File: src/rtl/x4xx_link_mon_pkg.sv
// Shared types and port_info field layout for the QSFP link monitor.
package x4xx_link_mon_pkg;

    typedef enum logic [1:0] {
        DOWN      = 2'd0,
        UP_PEND   = 2'd1,
        UP        = 2'd2,
        DOWN_PEND = 2'd3
    } link_state_t;

    localparam int PI_FIELD_W     = 8;
    localparam int PI_PORTNUM_LSB = 24;
    localparam int PI_LANE_LSB    = 16;
    localparam int PI_PROTO_LSB   = 8;
    localparam int PI_ACT_BIT     = 1;
    localparam int PI_LINK_BIT    = 0;

endpackage

File: src/rtl/x4xx_link_debounce.sv
// Single-lane link-up debouncer: the debounced state flips only after
// DEBOUNCE_CYC consecutive samples disagreeing with it. link_nxt_o exposes
// the value link_up_o takes on the coming edge so the parent can act on
// transitions in the same cycle they become visible.
module x4xx_link_debounce
    import x4xx_link_mon_pkg::*;
#(
    parameter int DEBOUNCE_CYC = 1000
) (
    input  logic clk40_i,
    input  logic rst_i,
    input  logic link_up_raw_i,
    output logic link_up_o,
    output logic link_nxt_o
);

    localparam int               CNT_W    = $clog2(DEBOUNCE_CYC + 1);
    localparam logic [CNT_W-1:0] CNT_LAST = CNT_W'(DEBOUNCE_CYC - 1);
    localparam logic [CNT_W-1:0] CNT_ONE  = CNT_W'(1);
    localparam bit               DIRECT   = (DEBOUNCE_CYC == 1);

    link_state_t      state_q;
    logic [CNT_W-1:0] cnt_q;
    logic             link_q;
    logic             link_d;

    // Next debounced value, derived from the current state and raw sample.
    always_comb begin
        link_d = link_q;
        case (state_q)
            DOWN:      if (link_up_raw_i && DIRECT) link_d = 1'b1;
            UP_PEND:   if (link_up_raw_i && (cnt_q == CNT_LAST)) link_d = 1'b1;
            UP:        if (!link_up_raw_i && DIRECT) link_d = 1'b0;
            DOWN_PEND: if (!link_up_raw_i && (cnt_q == CNT_LAST)) link_d = 1'b0;
            default:   link_d = link_q;
        endcase
    end

    // Debounce FSM with its run-length counter and registered link state.
    always_ff @(posedge clk40_i) begin
        if (rst_i) begin
            state_q <= DOWN;
            cnt_q   <= '0;
            link_q  <= 1'b0;
        end else begin
            link_q <= link_d;
            case (state_q)
                DOWN: begin
                    if (link_up_raw_i) begin
                        if (DIRECT) begin
                            state_q <= UP;
                            cnt_q   <= '0;
                        end else begin
                            state_q <= UP_PEND;
                            cnt_q   <= CNT_ONE;
                        end
                    end
                end
                UP_PEND: begin
                    if (!link_up_raw_i) begin
                        state_q <= DOWN;
                        cnt_q   <= '0;
                    end else if (cnt_q == CNT_LAST) begin
                        state_q <= UP;
                        cnt_q   <= '0;
                    end else begin
                        cnt_q <= cnt_q + CNT_ONE;
                    end
                end
                UP: begin
                    if (!link_up_raw_i) begin
                        if (DIRECT) begin
                            state_q <= DOWN;
                            cnt_q   <= '0;
                        end else begin
                            state_q <= DOWN_PEND;
                            cnt_q   <= CNT_ONE;
                        end
                    end
                end
                DOWN_PEND: begin
                    if (link_up_raw_i) begin
                        state_q <= UP;
                        cnt_q   <= '0;
                    end else if (cnt_q == CNT_LAST) begin
                        state_q <= DOWN;
                        cnt_q   <= '0;
                    end else begin
                        cnt_q <= cnt_q + CNT_ONE;
                    end
                end
                default: begin
                    state_q <= DOWN;
                    cnt_q   <= '0;
                end
            endcase
        end
    end

    assign link_up_o  = link_q;
    assign link_nxt_o = link_d;

endmodule

File: src/rtl/x4xx_qsfp_link_monitor.sv
// Per-lane QSFP link monitor in the clk40 domain: debounced link state,
// LED-length activity stretch, saturating flap counters and port_info words.
// Optional sticky link-change interrupt enabled by X4XX_LINK_MON_IRQ_EN.
module x4xx_qsfp_link_monitor
    import x4xx_link_mon_pkg::*;
#(
    parameter int                     NUM_LANES    = 4,
    parameter logic [7:0]             PORTNUM      = 8'd0,
    parameter logic [8*NUM_LANES-1:0] PROTOCOL     = {NUM_LANES{8'd0}},
    parameter int                     DEBOUNCE_CYC = 1000,
    parameter int                     ACT_HOLD_CYC = 4_000_000,
    parameter int                     FLAP_CNT_W   = 16
) (
    input  logic                             clk40,
    input  logic                             clk40_rst,
    input  logic [NUM_LANES-1:0]             link_up_raw,
    input  logic [NUM_LANES-1:0]             act_pulse,
    input  logic [NUM_LANES-1:0]             cnt_clr,
    output logic [NUM_LANES-1:0]             link_up,
    output logic [NUM_LANES-1:0]             activity,
    output logic [NUM_LANES*FLAP_CNT_W-1:0]  flap_count,
    output logic [NUM_LANES*32-1:0]          port_info,
    input  logic [NUM_LANES-1:0]             irq_ack,
    output logic [NUM_LANES-1:0]             irq_status,
    output logic                             irq
);

    localparam int                    HOLD_W    = $clog2(ACT_HOLD_CYC + 1);
    localparam logic [HOLD_W-1:0]     HOLD_LOAD = HOLD_W'(ACT_HOLD_CYC);
    localparam logic [HOLD_W-1:0]     HOLD_ONE  = HOLD_W'(1);
    localparam logic [FLAP_CNT_W-1:0] FLAP_MAX  = '1;
    localparam logic [FLAP_CNT_W-1:0] FLAP_ONE  = FLAP_CNT_W'(1);

    logic [NUM_LANES-1:0] deb_link;
    logic [NUM_LANES-1:0] deb_nxt;

    for (genvar i = 0; i < NUM_LANES; i++) begin : g_lane
        logic [HOLD_W-1:0]     hold_q, hold_d;
        logic                  act_q, act_d;
        logic [FLAP_CNT_W-1:0] flap_q, flap_d;
        logic [31:0]           info_q, info_d;
        logic                  fall;

        x4xx_link_debounce #(
            .DEBOUNCE_CYC (DEBOUNCE_CYC)
        ) u_debounce (
            .clk40_i       (clk40),
            .rst_i         (clk40_rst),
            .link_up_raw_i (link_up_raw[i]),
            .link_up_o     (deb_link[i]),
            .link_nxt_o    (deb_nxt[i])
        );

        assign fall = deb_link[i] & ~deb_nxt[i];

        // Next-state for activity hold, flap count and port_info of this lane.
        always_comb begin
            hold_d = hold_q;
            if (!deb_nxt[i]) begin
                hold_d = '0;
            end else if (act_pulse[i] && deb_link[i]) begin
                hold_d = HOLD_LOAD;
            end else if (hold_q != '0) begin
                hold_d = hold_q - HOLD_ONE;
            end
            act_d = (hold_d != '0);

            flap_d = flap_q;
            if (cnt_clr[i]) begin
                flap_d = fall ? FLAP_ONE : '0;
            end else if (fall && (flap_q != FLAP_MAX)) begin
                flap_d = flap_q + FLAP_ONE;
            end

            info_d                                 = '0;
            info_d[PI_PORTNUM_LSB +: PI_FIELD_W]   = PORTNUM;
            info_d[PI_LANE_LSB +: PI_FIELD_W]      = 8'(i);
            info_d[PI_PROTO_LSB +: PI_FIELD_W]     = PROTOCOL[8*i +: 8];
            info_d[PI_ACT_BIT]                     = act_d;
            info_d[PI_LINK_BIT]                    = deb_nxt[i];
        end

        // Lane status registers; port_info status bits track the outputs exactly.
        always_ff @(posedge clk40) begin
            if (clk40_rst) begin
                hold_q <= '0;
                act_q  <= 1'b0;
                flap_q <= '0;
                info_q <= '0;
            end else begin
                hold_q <= hold_d;
                act_q  <= act_d;
                flap_q <= flap_d;
                info_q <= info_d;
            end
        end

        assign activity[i]                              = act_q;
        assign flap_count[FLAP_CNT_W*i +: FLAP_CNT_W]   = flap_q;
        assign port_info[32*i +: 32]                    = info_q;
    end

    assign link_up = deb_link;

`ifdef X4XX_LINK_MON_IRQ_EN
    logic [NUM_LANES-1:0] irq_status_q, irq_status_d;
    logic                 irq_q;

    // A new link change outranks an acknowledge arriving in the same cycle.
    assign irq_status_d = (irq_status_q & ~irq_ack) | (deb_link ^ deb_nxt);

    // Sticky per-lane status and the registered summary interrupt.
    always_ff @(posedge clk40) begin
        if (clk40_rst) begin
            irq_status_q <= '0;
            irq_q        <= 1'b0;
        end else begin
            irq_status_q <= irq_status_d;
            irq_q        <= |irq_status_q;
        end
    end

    assign irq_status = irq_status_q;
    assign irq        = irq_q;
`else
    logic unused_irq_ack;

    assign unused_irq_ack = ^irq_ack;
    assign irq_status     = '0;
    assign irq            = 1'b0;
`endif

endmodule

File: config.mk
export PLATFORM = sky130hd
export DESIGN_NAME = x4xx_qsfp_link_monitor
export DESIGN_NICKNAME = d
export VERILOG_FILES = /design/src/rtl/x4xx_link_mon_pkg.sv /design/src/rtl/x4xx_link_debounce.sv /design/src/rtl/x4xx_qsfp_link_monitor.sv
export SDC_FILE = /design/constraint.sdc
export NUM_CORES = 1
export LEC_CHECK = 0
export ABC_AREA = 1
export CORE_MARGIN = 10
export CORE_UTILIZATION = 54
export DETAILED_ROUTE_END_ITERATION = 7
export PLACE_DENSITY = 0.81
export SLEW_MARGIN = 5
export SYNTH_ARGS = -nofsm -noshare
export SYNTH_HDL_FRONTEND = slang
export SYNTH_SLANG_ARGS = --single-unit
File: constraint.sdc
create_clock -name clk40 -period 2.3 [get_ports clk40]
set_input_delay 0.345 -clock clk40 [delete_from_list [all_inputs] [get_ports clk40]]
set_output_delay 0.345 -clock clk40 [all_outputs]
set_load 0.02 [all_outputs]
==> summary.md, run 1 <==
| Metric | Value |
|---|---|
| Final worst-path cycle share | 0.9054 |
| CP Class | flip-flop to output pin |
| Switching power total | 1.891 mW |
| Met2 routed WL | 15230 µm |
| Total negative slack | 0 ns |
| Vias per cell | 5.072 |
| Fmax | 480.2 MHz |
| Pin count of the biggest net entering global routing | 31 |
| Total grt overflow | 0 |
| Seq cells post-synth | 209 |
| Internal reg-to-reg setup slack | 0.22 ns |
| Sum of buffers and inverters on the critical path | 1 |
| Synth unique cells | 57 |
| Post-route cell area | 14570 µm² |
| Layout Cells excl Fill | 2389 |
| Top Layer Used | met4 |
| Vias in the first global route | 11640 |
| Share of post-route cells with drive strength above 1 | 0.08889 |
| CTS hold repair buffers | 0 |
| Top FF cell, synth | dfxtp_1 |
| Row cnt | 56 |
| Crit-path leading delay family | buffers and inverters |
| Layout filler cell count | 2147 |
| Placed cell area | 13770 µm² |
| HPWL Detailed | 23860 µm |
| Pins Over Slew Limit | 0 |
| Clock Power Share | 0.485 |
| Post-synthesis compound-gate area fraction | 0.09653 |
| H-tree levels | 1 |
| Diodes inserted | 0 |
| Root Buffer Master | clkbuf_16 |
| Final setup margin | 0.2176 ns |
| First-pass GRT wire length | 52570 µm |
| Initial Util | 0.5478 |
| Worst r2r dst | g_lane[0].flap_q[12] |
| First DRT Iteration DRCs | 708 |
| Internal power | 5.974 mW |
| Area growth syn-to-layout | 13.66% |
| Main combinational cell family by area after synthesis | simple AND/OR/NAND/NOR gates |
| Post-synth EDFFs | 0 |
| Total CTS buffers | 24 |
| Post-Synth XOR/XNOR Area | 0.02869 |
| Post-synthesis instance area | 12820 µm² |
| Routability cong. | 0.9683 |
| Mapped Cells | 1932 |
| Synth Area in Adders | 0.01171 |
| Synth async-reset ratio | 0 |
| Tot GR Track Use | 0.1961 |
| Hold path cells | 2 |
| CTS sink count | 209 |
| Simple-gate area share of the yosys netlist | 0.3815 |
| Sw frac | 0.2404 |
| 1st-pass router iterations | 6 |
| Critical-path cell list | clkdlybuf4s50_1 |
| Setup-failing EPs final | 0 |
| Hold Path Sink | g_lane[3].u_debounce.cnt_q[1] |
| RSZ-0062 raised after global routing | no |
| CTS tree | yes |
| Die W | 174.1 µm |
| Class of the worst hold path | primary input to flip-flop |
| Avg WL per Cell | 12.87 µm |
| Status | finished clean |
| Final ANT Viol Nets | 0 |
| Initial antenna violation count | 0 |
| Die area | 30300 µm² |
| # nets final | 2082 |
| Setup Skew | 0.02783 ns |
| Synthesized area per cell | 6.636 µm² |
| Met3 wire len | 1995 µm |
| Core footprint | 23400 µm² |
| Crit end category | output pin |
| Util after Layout | 0.6226 |
| # DRC | 0 |
| Worst reg-to-reg path cell count | 12 |
| Vias | 12120 |
| Max_cap viols | 0 |
| Crit-path max FO | 7 |
| Critical path origin | g_lane[1].info_q[0] |
| Critical Path Start Type | flip-flop |
| CTS clk-pin slew, worst paths | 0.06 ns |
| Slew @ Worst Pin | 0.5723 ns |
| Master of the slowest instance on the critical path | clkdlybuf4s50_1 |
| Placement Setup Slack | 0.05828 ns |
| Arrival @ worst endpoint | 1.74 ns |
| CP Data Required Time | 1.96 ns |
| Critical hold path startpoint | clk40_rst |
| Sequential power share | 0.464 |
| CTS Buffer Depth | 3 |
| # placed instances | 2345 |
| Clk_lat worst skew | 0.53 ns |
| PortBufs | 97 |
| Mux cell area share after synthesis | 0 |
| Origin of the critical flop-to-flop path | g_lane[0].u_debounce.cnt_q[0] |
| Met1 WL | 12790 µm |
| Seq/Total Area, Yosys | 0.3264 |
| Combinational power share | 0.051 |
| Worst relative slew slack | 0.6149 |
| PwrDens | 539.7 nW/µm² |
| IO Pins | 223 |
| Min Tclk post-route | 2.082 ns |
| Synth warn | 0 |
| LEAKAGE | 6.605 nW |
| Die Ht | 174.1 µm |
| Max IR drop VDD | 641.7 µV |
| Total detailed-routing wirelength | 30750 µm |
| Final Hold Fails | 0 |
| Crit-path max cell delay | 0.69 ns |
## cell type report
cell class / count / area (µm²) / area share
Multi-Input combinational cell: 1470 / 7103 / 0.4875
Sequential cell: 209 / 4184 / 0.2871
Timing Repair Buffer: 140 / 1304 / 0.08947
Inverter: 207 / 778.2 / 0.05341
Clock buffer: 34 / 708.2 / 0.04860
Tap cell: 319 / 399.1 / 0.02739
Clock inverter: 10 / 95.09 / 0.006526
## synth_stat cells (8+ instances only)
| master | instances | share of area |
|---|---|---|
| a21oi_1 | 102 | 0.040 |
| inv_1 | 197 | 0.058 |
| a31oi_1 | 8 | 0.0039 |
| nand4_1 | 32 | 0.016 |
| ha_1 | 12 | 0.012 |
| nand3_1 | 118 | 0.046 |
| nand2_4 | 8 | 0.0070 |
| buf_4 | 140 | 0.082 |
| nand3b_1 | 21 | 0.012 |
| nor2_2 | 24 | 0.012 |
| nor2_1 | 323 | 0.095 |
| dfxtp_1 | 209 | 0.33 |
| nand2_2 | 17 | 0.0083 |
| xnor2_1 | 16 | 0.011 |
| nor3_1 | 68 | 0.027 |
| a211oi_1 | 13 | 0.0076 |
| inv_2 | 9 | 0.0026 |
| nand2_1 | 419 | 0.12 |
| o21ai_1 | 11 | 0.0043 |
| xor2_1 | 26 | 0.018 |
| nand3_2 | 8 | 0.0062 |
| clkbuf_1 | 12 | 0.0035 |
| o21ai_0 | 50 | 0.020 |
## stage by stage
stage	hold WS, ns	power [mW]
4_1_cts	0.1307	7.924
5_1_grt	0.1525	8.124
2_1_floorplan	0.4474	4.182
3_5_place_dp	0.4649	4.114
3_3_place_gp	0.4601	4.110
6_report	0.1395	7.865
## what timing repair did
item	in CTS	in global routing
buffers inserted	0	0
gates resized for setup	0	2
setup endpoints to repair	0	1
## worst reg2reg max path, delay by kind of cell (launching register included)
family,cells,cell delay (ns)
simple gates,9,1.15
fa+ha+maj,1,0.19
buf+inv,1,0.06
flops,1,0.37
compound gates,1,0.20
## cells in the final DEF (no fill, tap or decap), types with 8 or more instances in the layout
cell type | netlist | layout
nor3_1 | 68 | 68
clkdlybuf4s50_1 | 0 | 96
clkbuf_16 | 0 | 24
ha_1 | 12 | 12
inv_1 | 197 | 197
a31oi_1 | 8 | 8
conb_1 | 1 | 121
dfxtp_1 | 209 | 209
o21ai_0 | 50 | 49
buf_4 | 140 | 43
nand2_2 | 17 | 17
xor2_1 | 26 | 26
inv_2 | 9 | 9
nand2_1 | 419 | 419
nand4_1 | 32 | 32
o21ai_1 | 11 | 12
xnor2_1 | 16 | 16
nand3_2 | 8 | 8
a21oi_1 | 102 | 102
nor2_2 | 24 | 25
nand3b_1 | 21 | 21
nand2_4 | 8 | 8
nor2_1 | 323 | 322
a211oi_1 | 13 | 13
nand3_1 | 118 | 118
## registers in the layout, indices dropped and copies added (netlist names), named ones only
name and flops:
g_lane.hold_q 88, g_lane.flap_q 64, g_lane.u_debounce.cnt_q 40, g_lane.info_q 5, g_lane.act_q 4, g_lane.u_debounce.state_q 4
## how the worst max path moves through the flow
stage | end | slack [ns] | cells after the start
2_1_floorplan | g_lane[1].flap_q[13] | 0.41 | 12
3_3_place_gp | g_lane[1].flap_q[9] | 0.15 | 9
3_5_place_dp | g_lane[0].flap_q[12] | 0.06 | 11
4_1_cts | g_lane[0].flap_q[12] | 0.19 | 12
5_1_grt | g_lane[1].flap_q[9] | 0.02 | 10
6_report | link_up[1] | 0.22 | 1
## layer usage
metal / up-vias / GRT usage
met5: - / 0
li1: 6221 / -
met3: 59 / 0.04030
met1: 5495 / 0.2289
met4: 0 / 0.05807
met2: 341 / 0.3528
## power groups by stage
stage                     clock network (mW)  registers [mW]  logic, mW
after detailed placement                   0            3.73      0.387
after global placement                     0            3.73      0.383
after CTS                               3.89            3.65      0.389
final                                   3.82            3.65      0.401
after floorplan                            0            3.73      0.456
after global routing                    4.04            3.65      0.435
## cells by family after synthesis
| family | count (synthesis) |
|---|---|
| AO/OA/AOI/OAI | 217 |
| XOR/XNOR | 42 |
| adder cells (fa/ha/maj) | 12 |
| buffers and inverters | 373 |
| flip-flops | 209 |
| other | 1 |
| AND/OR/NAND/NOR | 1078 |
No activity file was read; power rests on OpenSTA's default activity.
==> inputs of run 2 (changes only) <==
--- a/config.mk
+++ b/config.mk
@@ -7,9 +7,10 @@
 export LEC_CHECK = 0
 export ABC_AREA = 1
 export CORE_MARGIN = 10
-export CORE_UTILIZATION = 54
+export CORE_UTILIZATION = 58
 export DETAILED_ROUTE_END_ITERATION = 7
-export PLACE_DENSITY = 0.81
+export DONT_BUFFER_PORTS = 1
+export PLACE_DENSITY = 0.74
 export SLEW_MARGIN = 5
 export SYNTH_ARGS = -nofsm -noshare
 export SYNTH_HDL_FRONTEND = slang
==> summary.md, run 2 (synthesized netlist as in run 1, its figures left out) <==
| Metric | Value |
|---|---|
| Status | finished clean |
| Tot GR Track Use | 0.2061 (+0.01004) |
| Placement Setup Slack | 0.1713 ns (+0.1130 ns) |
| Routability cong. | 0.9569 (-1.2%) |
| HPWL Detailed | 23010 µm (-3.6%) |
| Slew @ Worst Pin | 0.7599 ns (+0.1876 ns) |
| Placed cell area | 12920 µm² (-6.1%) |
| IO Pins | 223 (unchanged) |
| H-tree levels | 1 (unchanged) |
| First-pass GRT wire length | 51600 µm (-1.9%) |
| Setup Buffers After CTS | 0 (unchanged) |
| Diodes inserted | 0 (unchanged) |
| Post-route cell area | 13930 µm² (-4.4%) |
| Max reg flops | 88 (unchanged) |
| Commonest non-fill, non-tap cell in the layout | nand2_1 |
| Final setup margin | 0.1132 ns (-0.1043 ns) |
| PortBufs | 0 (-100%) |
| Total grt overflow | 0 (unchanged) |
| # nets final | 2017 (-3.1%) |
| Crit end category | flip-flop |
| Die W | 168.7 µm (-3.1%) |
| CTS clk-pin slew, worst paths | 0.06 ns (about the same) |
| CTS Buffer Depth | 3 (unchanged) |
| 1st-pass router iterations | 5 (-1) |
| Worst relative slew slack | 0.4927 (-0.1222) |
| First DRT Iteration DRCs | 727 (+2.7%) |
| LEAKAGE | 6.507 nW (-1.5%) |
| Core footprint | 21760 µm² (-7.0%) |
| Share of post-route cells with drive strength above 1 | 0.1024 (+0.01356) |
| Die area | 28450 µm² (-6.1%) |
| CP Class | flip-flop to flip-flop |
| Initial antenna violation count | 0 (unchanged) |
| Vias | 11840 (-2.3%) |
| Pin count of the biggest net entering global routing | 86 (+180%) |
| RSZ-0062 raised after global routing | yes |
| Pins Over Slew Limit | 0 (unchanged) |
| Clk_lat worst skew | 0.53 ns (about the same) |
| Max IR drop VDD | 606.1 µV (-5.5%) |
| Row cnt | 54 (-3.6%) |
| Total CTS buffers | 24 (unchanged) |
| Fmax | 457.3 MHz (-4.8%) |
| Setup-failing EPs final | 0 (unchanged) |
| Arrival @ worst endpoint | 2.56 ns (+0.82 ns) |
| # DRC | 0 (unchanged) |
| Die Ht | 168.7 µm (-3.1%) |
| Biggest register | g_lane.hold_q |
| Most frequent cells in the layout | 418 x nand2_1, 323 x nor2_1, 209 x dfxtp_1, 197 x inv_1, 121 x conb_1 |
| Total negative slack | 0 ns (unchanged) |
| Setup Skew | 0.02852 ns (+0.0006856 ns) |
| Initial Util | 0.5893 (+0.04146) |
| Final worst-path cycle share | 0.9508 (+0.04537) |
| CTS sink count | 209 (unchanged) |
| Hold WS | 0.02065 ns (-0.1189 ns) |
| Biggest regs | g_lane.hold_q: 88 flops, g_lane.flap_q: 64 flops, g_lane.u_debounce.cnt_q: 40 flops |
| Crit-path max FO | 10 (+3) |
| Total detailed-routing wirelength | 31030 µm (+0.90%) |
| Layout filler cell count | 2017 (-6.1%) |
| Critical Path Start Type | flip-flop |
| Final Total Pwr | 8.065 mW (+2.5%) |
| Class of the worst hold path | primary input to flip-flop |
| Vias in the first global route | 11290 (-3.0%) |
| Max_cap viols | 0 (unchanged) |
| Final ANT Viol Nets | 0 (unchanged) |
| Avg WL per Cell | 13.60 µm (+5.7%) |
| PwrDens | 579.1 nW/µm² (+7.3%) |
| Min Tclk post-route | 2.187 ns (+0.1043 ns) |
| Area growth syn-to-layout | 8.628% |
| Root Buffer Master | clkbuf_16 |
| Final Hold Fails | 0 (unchanged) |
| CP Data Required Time | 2.68 ns (+0.72 ns) |
| CTS tree | yes |
| Vias per cell | 5.189 (+2.3%) |
run 2: worst paths after layout:
kind / startpoint / endpoint / slack [ns] / cells past startpoint
worst max-delay path: g_lane[1].u_debounce.cnt_q[0] / g_lane[1].act_q / 0.11 / 11
worst min-delay path: link_up_raw[2] / flip-flop / 0.02 / 2
worst max register to register: g_lane[1].u_debounce.cnt_q[0] / g_lane[1].act_q / 0.11 / 11
worst min register to register: g_lane[1].u_debounce.cnt_q[7] / g_lane[1].u_debounce.cnt_q[7] / 0.47 / 2
run 2: cell type report:
| cell class | instances | area, µm² | share of cell area |
|---|---|---|---|
| clock buffer | 31 | 676.9 | 0.04861 |
| timing repair buffer | 75 | 615.6 | 0.04420 |
| inverter | 207 | 778.2 | 0.05588 |
| tap | 280 | 350.3 | 0.02516 |
| clock inverter | 9 | 160.2 | 0.01150 |
| sequential | 209 | 4184 | 0.3004 |
| multi-input combinational | 1470 | 7161 | 0.5142 |
run 2: critical path, stage by stage, from the launching register on:
cell and delay, ns:
dfxtp_1 0.39, ha_1 0.23, nand2_2 0.10, nor2_2 0.11
nand4_1 0.20, a21oi_4 0.25, buf_4 0.21, o21ai_0 0.10
nor2_1 0.23, nand2_1 0.08, nor2_1 0.09, a21oi_1 0.06
run 2: power by group:
group / switching (mW) / internal (mW) / total, mW
clock: 1.54 / 2.51 / 4.05
combinational: 0.309 / 0.0563 / 0.365
sequential: 0.0200 / 3.63 / 3.65
run 2: timing repair:
item,CTS,global route
setup endpoints to repair,0,6
hold buffers,9,0
resized for setup,0,10
endpoints found under the hold margin,87,0
run 2: routing by layer:
metal  GRT usage  vias up  wire length, µm
met4     0.07721        0              971
met3     0.04562       65             2068
met5           0        -                0
met1      0.2406     5335            13040
li1            -     6098                -
met2      0.3603      337            14950
run 2: metrics by stage:
stage	instances	utilization
detailed placement	2232	0.5939
finish	2281	0.6401
CTS	2281	0.6373
floorplan	2052	-
global route	2281	0.6401
global placement	2232	0.5939
==> inputs of run 3 (changes only) <==
--- a/config.mk
+++ b/config.mk
@@ -8,6 +8,7 @@
 export ABC_AREA = 1
 export CORE_MARGIN = 10
 export CORE_UTILIZATION = 58
+export CTS_BUF_LIST = sky130_fd_sc_hd__clkbuf_2
 export DETAILED_ROUTE_END_ITERATION = 7
 export DONT_BUFFER_PORTS = 1
 export PLACE_DENSITY = 0.74
==> summary.md, run 3 (synthesized netlist as in run 1, its figures left out) <==
| Metric | Value |
|---|---|
| Master of the slowest instance on the critical path | dlygate4sd3_1 |
| Pin count of the biggest net entering global routing | 94 (+9.3%) |
| Class of the worst hold path | primary input to flip-flop |
| Final ANT Viol Nets | 0 (unchanged) |
| First-pass GRT wire length | 50990 µm (-1.2%) |
| Critical-path cell list | ha_1 -> nand2_1 -> nor3_2 -> nand2_1 -> nor2_2 -> nand2_1 -> nand2_2 -> a2bb2oi_1 -> dlygate4sd3_1 -> a21oi_1 |
| Status | finished clean |
| Total detailed-routing wirelength | 30430 µm (-1.9%) |
| Max reg flops | 88 (unchanged) |
| Commonest non-fill, non-tap cell in the layout | nand2_1 |
| Final worst-path cycle share | 0.9308 (-0.01997) |
| Biggest register | g_lane.hold_q |
| Worst relative slew slack | 0.4929 (about the same) |
| Vias per cell | 5.108 (-1.6%) |
| Critical path origin | g_lane[0].flap_q[0] |
| Crit-path leading delay family | simple AND/OR/NAND/NOR gates |
| Share of post-route cells with drive strength above 1 | 0.1280 (+0.02552) |
| CTS Buffer Depth | 3 (unchanged) |
| Core footprint | 21760 µm² (unchanged) |
| Initial Util | 0.5893 (unchanged) |
| Final Hold Fails | 0 (unchanged) |
| Arrival @ worst endpoint | 2.84 ns (+0.28 ns) |
| Clk_lat worst skew | 0.83 ns (+0.30 ns) |
| H-tree levels | 2 (+1) |
| Slew @ Worst Pin | 0.7596 ns (-0.0003254 ns) |
| Critical hold path startpoint | act_pulse[0] |
| Most frequent cells in the layout | 419 x nand2_1, 321 x nor2_1, 204 x dfxtp_1, 197 x inv_1, 121 x conb_1 |
| Root Buffer Master | clkbuf_2 |
| RSZ-0062 raised after global routing | yes |
| Initial antenna violation count | 1 (+1) |
| Worst reg-to-reg path cell count | 10 (-1) |
| PortBufs | 0 (unchanged) |
| Min Tclk post-route | 2.141 ns (-0.04593 ns) |
| PwrDens | 474.4 nW/µm² (-18%) |
| CP Data Required Time | 3.00 ns (+0.32 ns) |
| Switching power total | 1.813 mW (-2.7%) |
| LEAKAGE | 6.504 nW (about the same) |
| First DRT Iteration DRCs | 721 (-0.83%) |
| CP Class | flip-flop to flip-flop |
| Vias | 11970 (+1.2%) |
| Die W | 168.7 µm (unchanged) |
| Fmax | 467.1 MHz (+2.1%) |
| Setup crit end | g_lane[0].flap_q[0] |
| Setup-failing EPs final | 0 (unchanged) |
| IO Pins | 223 (unchanged) |
| Row cnt | 54 (unchanged) |
| Layout filler cell count | 2095 (+3.9%) |
| Die Ht | 168.7 µm (unchanged) |
| Combinational power share | 0.058 (+0.013) |
| Total CTS buffers | 55 (+130%) |
| Die area | 28450 µm² (unchanged) |
| Hold path cells | 3 (+1) |
| Total negative slack | 0 ns (unchanged) |
| CTS clk-pin slew, worst paths | 0.09 ns (+0.03 ns) |
| Internal reg-to-reg setup slack | 0.16 ns (+0.05 ns) |
| Origin of the critical flop-to-flop path | g_lane[0].flap_q[0] |
| Setup Skew | 0.08386 ns (+0.05534 ns) |
| Avg WL per Cell | 12.98 µm (-4.6%) |
| Critical Path Start Type | flip-flop |
| Worst r2r dst | g_lane[0].flap_q[0] |
| Sw frac | 0.2801 (+0.04895) |
| Sum of buffers and inverters on the critical path | 1 (unchanged) |
| Crit-path max cell delay | 0.57 ns (+0.18 ns) |
| Biggest regs | g_lane.hold_q: 88 flops, g_lane.flap_q: 64 flops, g_lane.u_debounce.cnt_q: 40 flops |
| Total grt overflow | 0 (unchanged) |
| # nets final | 2058 (+2.0%) |
| Routability cong. | 0.9569 (unchanged) |
| Max IR drop VDD | 436.2 µV (-28%) |
| CP most frequent cell | nand2_1 |
| Area growth syn-to-layout | 6.442% |
| Crit end category | flip-flop |
| CTS tree | yes |
| Max_cap viols | 0 (unchanged) |
| CTS sink count | 209 (unchanged) |
| Crit-path max FO | 5 (-5) |
| HPWL Detailed | 23010 µm (unchanged) |
| Clock Power Share | 0.378 (-0.124) |
| # DRC | 0 (unchanged) |
| 1st-pass router iterations | 5 (unchanged) |
| Internal power | 4.660 mW (-25%) |
| Tot GR Track Use | 0.2037 (-0.002430) |
| Sequential power share | 0.564 (+0.111) |
| WP depth | 10 (-1) |
| Hold WS | 0.1276 ns (+0.1070 ns) |
| Pins Over Slew Limit | 0 (unchanged) |
| Vias in the first global route | 11430 (+1.2%) |
run 3: changes by cell type in the layout (fill, tap and decap cells not counted), moves of 2 or more:
cell,previous run,this run
dfxtp_2,0,5
clkinv_1,0,4
dlygate4sd3_1,8,15
bufinv_16,4,0
nor2_1,323,321
clkbuf_16,24,0
nor2_2,22,25
dfxtp_1,209,204
clkbuf_2,0,86
clkbuf_8,5,0
clkinv_2,4,2
clkbuf_1,2,0
buf_4,65,68
run 3: final cells by class:
class	instances	area (µm²)	share of cell area
tap	280	350.3	0.02567
inverter	207	778.2	0.05703
antenna	1	2.502	0.0001834
timing repair buffer	85	708.2	0.05190
sequential	209	4190	0.3071
clock buffer	86	430.4	0.03154
multi-input combinational	1470	7157	0.5245
clock inverter	6	28.78	0.002109
run 3: stage by stage:
stage                     std cells  setup slack (ns)  power, mW    util  area [µm²]
after global placement         2232            0.1961      4.035  0.5939       12920
after global routing           2344          -0.06026      6.814  0.6272       13650
after detailed placement       2232            0.1713      4.039  0.5939       12920
after CTS                      2340            0.1017      6.572  0.6232       13560
after floorplan                2052            0.4103      4.182       -       13270
final                          2344            0.1592      6.473  0.6272       13650
run 3: worst min-delay path by stage:
stage,end,slack (ns)
final,g_lane[0].hold_q[9],0.13
after global routing,g_lane[0].hold_q[9],0.06
after CTS,g_lane[0].hold_q[9],0.02
after detailed placement,g_lane[2].flap_q[14],0.44
after global placement,g_lane[2].flap_q[14],0.44
after floorplan,g_lane[1].u_debounce.cnt_q[7],0.45
run 3: power groups by stage:
| stage | sequential (mW) | clock [mW] | combinational (mW) |
|---|---|---|---|
| after floorplan | 3.73 | 0 | 0.456 |
| after global placement | 3.73 | 0 | 0.303 |
| after detailed placement | 3.73 | 0 | 0.307 |
| after CTS | 3.65 | 2.56 | 0.364 |
| after global routing | 3.65 | 2.75 | 0.410 |
| final | 3.65 | 2.45 | 0.376 |
run 3: worst register-to-register path, cell delays in order, from the launching register on:
cell,delay [ns]
dfxtp_1,0.35
ha_1,0.17
nand2_1,0.11
nor3_2,0.15
nand2_1,0.13
nor2_2,0.12
nand2_1,0.08
nand2_2,0.12
a2bb2oi_1,0.17
dlygate4sd3_1,0.57
a21oi_1,0.06
run 3: layer usage:
metal | GRT usage | wire length, µm | vias to the layer above
li1 | - | - | 6200
met1 | 0.2344 | 12790 | 5378
met2 | 0.3507 | 14780 | 325
met3 | 0.05604 | 2116 | 70
met4 | 0.07911 | 744 | 0
met5 | 0 | 0 | -
run 3: what timing repair did:
| action | CTS | global route |
|---|---|---|
| endpoints found under the hold margin | 184 | 0 |
| setup endpoints to repair | 0 | 9 |
| hold buffers | 16 | 0 |
| resized for setup | 0 | 16 |
| setup buffers | 0 | 3 |
